==> src/rtl/maquina_bebidas_param.sv <==
// Top-level beverage machine FSM: order latch, coin-by-coin payment, change/refund, timed dispensing.
// Optional macro DESCUENTO_EN adds the tarjeta_cliente input and a 12.5% loyalty discount.
module maquina_bebidas_param #(
    parameter int N_TIPOS    = 4,
    parameter int PRECIO_W   = 16,
    parameter int AZUCAR_MAX = 10,
    parameter int T_MOLIDO   = 8,
    parameter int T_LECHE    = 4,
    parameter int T_ESPUMA   = 4,
    parameter int T_TIMEOUT  = 1000,
    localparam int TW        = (N_TIPOS > 1) ? $clog2(N_TIPOS) : 1
) (
    input  logic                clock,
    input  logic                reset,
    input  logic                pedido_valido,
    input  logic [TW-1:0]       tipo_cafe,
    input  logic [1:0]          tamano,
    input  logic [3:0]          azucar,
`ifdef DESCUENTO_EN
    input  logic                tarjeta_cliente,
`endif
    input  logic                moneda_valida,
    input  logic [PRECIO_W-1:0] moneda,
    input  logic                cancelar,
    output logic [PRECIO_W-1:0] precio_real,
    output logic [PRECIO_W-1:0] credito,
    output logic [PRECIO_W-1:0] vuelto,
    output logic                vuelto_valido,
    output logic                moneda_rechazo,
    output logic [3:0]          nivel_azucar,
    output logic                concentracion,
    output logic                leche,
    output logic                espuma,
    output logic                ocupado,
    output logic                bebida_lista,
    output logic [2:0]          estado_dbg
);

    // Strobes: pedido_valido and moneda_valida are single-cycle qualifiers with no ready;
    // a coin is credited only in COBRO, otherwise it is bounced via moneda_rechazo.
    typedef enum logic [2:0] {
        IDLE    = 3'd0,
        COBRO   = 3'd1,
        MOLIDO  = 3'd2,
        LECHE   = 3'd3,
        ESPUMA  = 3'd4,
        ENTREGA = 3'd5
    } estado_t;

    localparam int T_FASE = (T_MOLIDO > T_LECHE) ? ((T_MOLIDO > T_ESPUMA) ? T_MOLIDO : T_ESPUMA)
                                                 : ((T_LECHE > T_ESPUMA) ? T_LECHE : T_ESPUMA);
    localparam int T_MAX  = (T_FASE > T_TIMEOUT) ? T_FASE : T_TIMEOUT;
    localparam int CW     = $clog2(T_MAX + 1);
    localparam int EW     = PRECIO_W + 2;

    estado_t             estado, estado_sig;
    logic [CW-1:0]       cuenta, cuenta_sig;
    logic [TW-1:0]       tipo_q;
    logic [31:0]         tipo_ext;
    logic                con_leche, con_espuma;

    logic [EW-1:0]       base_ext, precio_ext;
    logic [PRECIO_W-1:0] precio_sat, precio_nuevo;
    logic [3:0]          azucar_sat;
    logic [PRECIO_W:0]   suma_ext;
    logic [PRECIO_W-1:0] credito_act;

    logic [PRECIO_W-1:0] credito_sig, vuelto_sig;
    logic                vuelto_valido_sig, rechazo_sig, latch_orden;

    assign estado_dbg = estado;

    // Price grows 2 bits wider than money so the size multiplier cannot wrap before saturation.
    always_comb begin
        base_ext   = EW'(1000) + EW'(250) * EW'(tipo_cafe);
        precio_ext = base_ext + (base_ext >> 1) * EW'(tamano);
        precio_sat = (|precio_ext[EW-1:PRECIO_W]) ? '1 : precio_ext[PRECIO_W-1:0];
`ifdef DESCUENTO_EN
        precio_nuevo = tarjeta_cliente ? (precio_sat - (precio_sat >> 3)) : precio_sat;
`else
        precio_nuevo = precio_sat;
`endif
        azucar_sat = (azucar > 4'(AZUCAR_MAX)) ? 4'(AZUCAR_MAX) : azucar;
    end

    always_comb begin
        suma_ext    = {1'b0, credito} + {1'b0, moneda};
        credito_act = credito;
        if (moneda_valida) begin
            credito_act = suma_ext[PRECIO_W] ? '1 : suma_ext[PRECIO_W-1:0];
        end
    end

    assign tipo_ext   = 32'(tipo_q);
    assign con_leche  = (tipo_ext == 32'd2) || (tipo_ext == 32'd3);
    assign con_espuma = (tipo_ext == 32'd3);

    always_ff @(posedge clock or negedge reset) begin
        if (!reset) begin
            estado <= IDLE;
            cuenta <= '0;
        end else begin
            estado <= estado_sig;
            cuenta <= cuenta_sig;
        end
    end

    always_comb begin
        estado_sig        = estado;
        cuenta_sig        = cuenta;
        credito_sig       = credito;
        vuelto_sig        = vuelto;
        vuelto_valido_sig = 1'b0;
        rechazo_sig       = moneda_valida && (estado != COBRO);
        latch_orden       = 1'b0;
        case (estado)
            IDLE: begin
                if (pedido_valido && (tamano != 2'd3)) begin
                    latch_orden = 1'b1;
                    estado_sig  = COBRO;
                    cuenta_sig  = '0;
                    credito_sig = '0;
                end
            end
            COBRO: begin
                credito_sig = credito_act;
                cuenta_sig  = moneda_valida ? '0 : cuenta + 1'b1;
                // Cancel wins over payment so a coin arriving with cancel is refunded, not spent.
                if (cancelar || (!moneda_valida && (cuenta == CW'(T_TIMEOUT - 1)))) begin
                    vuelto_sig        = credito_act;
                    vuelto_valido_sig = 1'b1;
                    credito_sig       = '0;
                    cuenta_sig        = '0;
                    estado_sig        = IDLE;
                end else if (credito_act >= precio_real) begin
                    vuelto_sig        = credito_act - precio_real;
                    vuelto_valido_sig = 1'b1;
                    credito_sig       = '0;
                    cuenta_sig        = '0;
                    estado_sig        = MOLIDO;
                end
            end
            MOLIDO: begin
                cuenta_sig = cuenta + 1'b1;
                if (cuenta == CW'(T_MOLIDO - 1)) begin
                    cuenta_sig = '0;
                    estado_sig = con_leche ? LECHE : ENTREGA;
                end
            end
            LECHE: begin
                cuenta_sig = cuenta + 1'b1;
                if (cuenta == CW'(T_LECHE - 1)) begin
                    cuenta_sig = '0;
                    estado_sig = con_espuma ? ESPUMA : ENTREGA;
                end
            end
            ESPUMA: begin
                cuenta_sig = cuenta + 1'b1;
                if (cuenta == CW'(T_ESPUMA - 1)) begin
                    cuenta_sig = '0;
                    estado_sig = ENTREGA;
                end
            end
            ENTREGA: begin
                cuenta_sig = '0;
                estado_sig = IDLE;
            end
            default: begin
                cuenta_sig = '0;
                estado_sig = IDLE;
            end
        endcase
    end

    // Phase outputs are decoded from the next state so they line up with the state register.
    always_ff @(posedge clock or negedge reset) begin
        if (!reset) begin
            precio_real    <= '0;
            credito        <= '0;
            vuelto         <= '0;
            vuelto_valido  <= 1'b0;
            moneda_rechazo <= 1'b0;
            nivel_azucar   <= '0;
            concentracion  <= 1'b0;
            tipo_q         <= '0;
            leche          <= 1'b0;
            espuma         <= 1'b0;
            ocupado        <= 1'b0;
            bebida_lista   <= 1'b0;
        end else begin
            credito        <= credito_sig;
            vuelto         <= vuelto_sig;
            vuelto_valido  <= vuelto_valido_sig;
            moneda_rechazo <= rechazo_sig;
            leche          <= (estado_sig == LECHE);
            espuma         <= (estado_sig == ESPUMA);
            ocupado        <= (estado_sig != IDLE);
            bebida_lista   <= (estado_sig == ENTREGA);
            if (latch_orden) begin
                precio_real   <= precio_nuevo;
                nivel_azucar  <= azucar_sat;
                tipo_q        <= tipo_cafe;
                concentracion <= (32'(tipo_cafe) == 32'd0);
            end
        end
    end

endmodule

==> config.mk <==
export PLATFORM = sky130hd
export DESIGN_NAME = maquina_bebidas_param
export DESIGN_NICKNAME = d
export VERILOG_FILES = /design/src/rtl/maquina_bebidas_param.sv
export SDC_FILE = /design/constraint.sdc
export NUM_CORES = 1
export LEC_CHECK = 0
export CORE_MARGIN = 2
export CORE_UTILIZATION = 46
export DETAILED_ROUTE_END_ITERATION = 12
export PLACE_DENSITY = 0.75
export SLEW_MARGIN = 25
export SYNTH_ARGS = -nofsm -noshare
export SYNTH_HDL_FRONTEND = slang
export SYNTH_SLANG_ARGS = --single-unit
==> constraint.sdc <==
create_clock -name clock -period 6 [get_ports clock]
set_input_delay 0.9 -clock clock [delete_from_list [all_inputs] [get_ports clock]]
set_output_delay 0.9 -clock clock [all_outputs]
set_load 0.005 [all_outputs]
; After elaboration in Yosys (flattened, before gate mapping)
; Index checks and enable logic that the tools add are counted.
[totals]
reg_bits = 74
out_inout_bits = 62
elab_cells = 84
[op_classes]
n_addsub = 5
multipliers = 2
magnitude_cmp = 2
eq_ne = 15
muxes = 31
reduce_logical = 15
[ops]
columns = operator, count
row1 = 16-bit two-way mux, 8
row2 = 10-bit two-way mux, 6
row3 = 10-bit one-hot mux with 4 select lines, 1
row4 = 16-bit one-hot mux with 2 select lines, 1
row5 = 3-bit two-way mux, 7
row6 = 16-bit by 16-bit adder with 17-bit output, 1
row7 = 16-bit >= comparator, 1
row8 = 16-bit subtractor, 1
row9 = 3-bit one-hot mux with 5 select lines, 1
row10 = 11-bit by 12-bit adder with 13-bit output, 1
row11 = 10-bit by 2-bit multiplier with 12-bit output, 1
row12 = "10-bit by 10-bit adder with 11-bit output, first input constant", 1
row13 = "10-bit by 1-bit adder with 10-bit output, second input constant", 1
row14 = "10-bit equality test, second input constant", 1
row15 = "10-bit by 2-bit equality test with 1-bit output, second input constant", 1
row16 = "10-bit by 3-bit equality test with 1-bit output, second input constant", 1
row17 = "3-bit by 2-bit equality test with 1-bit output, second input constant", 3
row18 = "3-bit equality test, second input constant", 3
row19 = "7-bit by 2-bit multiplier with 9-bit output, first input constant", 1
row20 = 1-bit two-way mux, 6
row21 = "2-bit equality test, second input constant", 2
row22 = "4-bit > comparator, second input constant", 1
row23 = 4-bit two-way mux, 1
row24 = "2-bit != test, second input constant", 2
row25 = 12 further kinds, 17

; Depth between registers and ports, before layout
[logic_depth]
ltp_word = 8
ltp_mapped = 21
depth_no_buf = 20

; Worst setup path after synthesis
; No wires, ideal clock.
[synth_path]
path_kind = input to register
start = input port moneda[0]
end = register vuelto[10]
setup_time_ns = 0.077
t_arrival_ns = 4.993
required_time_ns = 5.923
slack_ns = 0.930
stages = 21
n_path_buf = 2
path_cell_list = ha_1 -> fa_1 -> a211oi_2 -> o21ai_1 -> nand4_1 -> a21boi_2 -> a21o_1 -> o22ai_1 -> ha_1 -> inv_1 -> fa_1 -> a211oi_1 -> o21ai_0 -> o21ai_1 -> a21oi_1 -> o221a_2 -> a211oi_4 -> a41oi_2 -> buf_2 -> buf_6 -> a21oi_1
[synth_between]
elab_chain_len = 6
elab_cells_between_ends = 9
[synth_lines]
columns = item, line
row1 = from (decl), 23  ; input logic [PRECIO_W-1:0] moneda,
row2 = 16-bit by 16-bit adder with 17-bit output *, 87  ; suma_ext = {1'b0, credito} + {1'b0, moneda};
row3 = 16-bit two-way mux *, 90  ; credito_act = suma_ext[PRECIO_W] ? '1 : suma_ext[PRECIO_W-1:0];
row4 = 16-bit two-way mux *, 89  ; if (moneda_valida) begin
row5 = 16-bit subtractor or 16-bit >= comparator (tied branches), "136, 135"
row6 = 16-bit two-way mux or 2-bit nonzero test (tied branches), n/a
row7 = 16-bit two-way mux or 2-bit AND reduction (tied branches), n/a
row8 = to (signal assigned), 192  ; vuelto <= vuelto_sig;
row9 = to (decl), 27  ; output logic [PRECIO_W-1:0] vuelto,
; Mark *: on every way between the ends. The rest lies on a longest branch, timed or not. The select of a mux whose other input is x is not followed.
; A chain may end at the register's enable or synchronous reset.

; Final worst setup path
[layout_path]
start = input port moneda[0]
end = register cuenta[9]
[layout_between]
elab_chain_len = 7
[layout_lines]
columns = item, line
row1 = 16-bit by 16-bit adder with 17-bit output, 87
row2 = 16-bit two-way mux, 90
row3 = 16-bit two-way mux, 89
row4 = 16-bit >= comparator, 135  ; end else if (credito_act >= precio_real) begin
row5 = 10-bit two-way mux, 135
row6 = 10-bit two-way mux, 129  ; if (cancelar || (!moneda_valida && (cuenta == CW'(T_TIMEOUT - 1)))) begin
row7 = 10-bit one-hot mux with 4 select lines, 116  ; case (estado)
row8 = to (signal assigned), 104  ; cuenta <= cuenta_sig;
row9 = to (decl), 57  ; logic [CW-1:0] cuenta, cuenta_sig;
; Every way passes these cells.

==> Implementation_results.wiki <==
{| class="wikitable"
! Metric !! Value
|-
| Status || finished clean
|-
| Max-Cap Viols || 0
|-
| Clock transition at path regs || 60 ps
|-
| Achievable clock frequency || 175 MHz
|-
| Total Wirelength || 13.2 mm
|-
| Layout cells sized above 1 || 0.0777
|-
| Startpoint type of the worst setup path || primary input
|-
| Most common cell in the netlist || dfrtp_1
|-
| Synth Register Bits || 71
|-
| HPWL after detailed placement || 10.1 mm
|-
| Critical path data arrival time || 5970 ps
|-
| Hold-critical path endpoint || tipo_q[0]
|-
| Number of cells traversed by the worst register-to-register path || 20
|-
| Count of final max-slew check failures || 0
|-
| Syn Std Cell Area || 5440 µm²
|-
| Starting Density || 0.474
|-
| Launch point of the worst reg-to-reg path || credito[0]
|-
| Number of hold buffers added after cts || 0
|-
| Via count normalized by instance count || 5.54
|-
| Post-synthesis instance total || 627
|-
| Critical path peak fanout || 16
|-
| Initial antenna violation count || 0
|-
| Final hold violation count || 0
|-
| Die Width || 113 µm
|-
| Number of buffers added by the clock tree synthesis step || 9
|-
| Root buffer cell || clkbuf_16
|-
| Hold Path Stages || 2
|-
| Worst skew pair latency || 330 ps
|-
| Type of destination of the critical path || register
|-
| DR vias || 4786
|-
| Portion of the clock cycle consumed by the worst path in the final layout || 0.950
|-
| Wire per inst || 15.3 µm
|-
| Core footprint || 11500 µm²
|-
| Setup TNS || 0 ps
|-
| Worst hold path startpoint || tipo_q[0]
|-
| Total global routing track utilization || 0.211
|-
| Vertical die dimension || 113 µm
|-
| Proportion of register bits with asynchronous set or reset after synthesis || 1.00
|-
| Synthesized area per cell || 8.67 µm²
|-
| Placed cell area || 6450 µm²
|-
| IO Count || 91
|-
| Cell types occupying the most area after synthesis || dfrtp_1, ha_1, a21oi_1
|-
| Max transition margin || 0.390
|-
| Layout Area Growth over Synthesis || 24.9%
|-
| Maximum root-to-sink buffer count || 2
|-
| Endpoint of the most critical register-to-register path || cuenta[9]
|-
| Ys flop type || dfrtp_1
|-
| First-iteration detailed-routing DRC count || 326
|-
| Placer congestion estimate || 0.903
|-
| Time the final worst path needs with I/O delays and setup || 5700 ps
|-
| R2R setup slack || 830 ps
|-
| Post-route DRC violation count || 0
|-
| Remaining Overflow, GRT || 0
|-
| Setup Skew || 6.07 ps
|-
| Final instance area || 6790 µm²
|-
| Quantity of I/O buffers inserted on ports || 87
|-
| Synth cell types || 65
|-
| Post-layout worst setup margin || 299 ps
|-
| Final net count || 800
|-
| Worst slack at placement || 11.9 ps
|-
| Worst-margin pin slew || 916 ps
|-
| Number of iterations in the first detailed-routing pass || 4
|-
| Setup violations, final || 0
|-
| Yosys top cell by area || dfrtp_1
|-
| Die area || 12700 µm²
|-
| Areal power density over the cells || 393 nW/µm²
|-
| Number of standard-cell rows in the floorplan || 39
|-
| Largest net degree at the start of global routing || 72
|-
| CTS sink count || 71
|-
| Worst hold slack || 486 ps
|-
| Synthesis Warnings || 0
|-
| Data required time of the worst path || 6270 ps
|-
| Worst setup path category || in2reg
|-
| Worst hold path class || reg2reg
|-
| Leakage power of the design || 3.19 nW
|-
| Clock tree from TritonCTS || built
|-
| Sequential-to-total area share from yosys stat || 0.327
|-
| Synth top cells by count || dfrtp_1, nand2_1, inv_1, nor2_1, a21oi_1
|-
| Depth of the CTS H-tree || 3
|-
| Proportion of netlist area held by the largest area contributor || 0.327
|-
| Number of synthesized flops with an enable pin || 0
|-
| DRT antenna net count || 0
|-
| Vias in the first global route || 4575
|-
| Wire length of the first global-routing pass || 21.9 mm
|-
| Worst supply voltage drop on vdd || 0.181 mV
|-
| Number of diodes || 0
|}
## per-layer routing
metal  wire, µm  part of all wire  track usage
met1       6260              0.47        0.297
met2       6180              0.47        0.343
met5          0                 0            0
met3        585             0.044       0.0262
met4        163             0.012       0.0634
## flip-flops by register name, summed over array words and instances (netlist names)
name and count:
concentracion 1, tipo_q 2, ocupado 1, cuenta 10, precio_real 13, moneda_rechazo 1, nivel_azucar 4, vuelto_valido 1
credito 16, vuelto 16, leche 1, estado_dbg 3, espuma 1, bebida_lista 1
## cell usage in the layout, fill, tap and decap left out, types with 10 or more instances in the layout
master,netlist,routed
clkdlybuf4s50_1,0,86
dfrtp_1,71,71
nand2_1,59,58
inv_1,58,58
nor2_1,54,54
a21oi_1,52,51
ha_1,45,45
o21ai_0,42,42
xnor2_1,24,24
a21o_1,19,19
nor3_1,14,14
nand2b_1,12,12
and2_1,10,10
nand3_1,10,10
fa_1,10,10
buf_4,3,10
## logic make-up after synthesis
| family | count (synthesis) | share of synthesized area |
|---|---|---|
| AOI/OAI and AO/OA | 188 | 0.230 |
| and+or+nand+nor | 187 | 0.163 |
| buffers and inverters | 79 | 0.0598 |
| DFF | 71 | 0.327 |
| adders and majority gates | 55 | 0.140 |
| xor gates and xnor gates | 32 | 0.0515 |
| muxes | 14 | 0.0281 |
| other | 1 | 0.000689 |
## worst max path at each step
stage	start	end	slack (ps)	cells past startpoint
2_1_floorplan	moneda[0]	vuelto[10]	930	21
3_3_place_gp	moneda[0]	vuelto[2]	190	22
3_5_place_dp	moneda[0]	cuenta[9]	10	21
4_1_cts	moneda[0]	cuenta[9]	290	21
5_1_grt	moneda[0]	cuenta[9]	-20	21
6_report	moneda[0]	cuenta[9]	300	21
## power by group
group / leakage [nW] / total, mW / internal (mW) / switching [mW]
sequential: 0.909 / 0.768 / 0.633 / 0.135
clock: 0.149 / 0.553 / 0.356 / 0.197
combinational: 2.13 / 1.35 / 0.681 / 0.665
total: 3.19 / 2.67 / 1.67 / 0.997
## final cells by class
cell class,count,area (µm²)
Timing Repair Buffer,97,947
Tap cell,143,179
Multi-Input combinational cell,479,3360
Sequential cell,71,1780
Clock buffer,14,274
Clock inverter,2,37.5
Fill cell,985,4670
Inverter,58,218
## worst max-delay path, stage by stage
cell             delay [ps]
clkdlybuf4s50_1         400
ha_1                    240
fa_1                    440
a211oi_2                240
o21ai_1                 140
nand4_1                 170
a21boi_2                100
a21o_1                  240
o22ai_2                 170
ha_1                    200
inv_1                    50
fa_1                    420
a211oi_1                260
o21ai_0                 160
o21ai_1                 180
a21oi_1                 140
o221a_2                 310
a211oi_4                380
a41oi_4                 320
nor4_1                  370
a21o_1                  130
## stage by stage
stage | instances | power, mW | util
6_report | 864 | 2.67 | 0.592
5_1_grt | 864 | 2.87 | 0.592
4_1_cts | 861 | 2.66 | 0.589
3_5_place_dp | 845 | 2.09 | 0.562
3_3_place_gp | 845 | 2.05 | 0.562
2_1_floorplan | 629 | 1.59 | -
## timing repair
item / in CTS / in global routing
resized for setup: 0 / 2
buffers inserted: 0 / 3
setup endpoints to repair: 0 / 13
No activity file was read; power rests on OpenSTA's default activity.
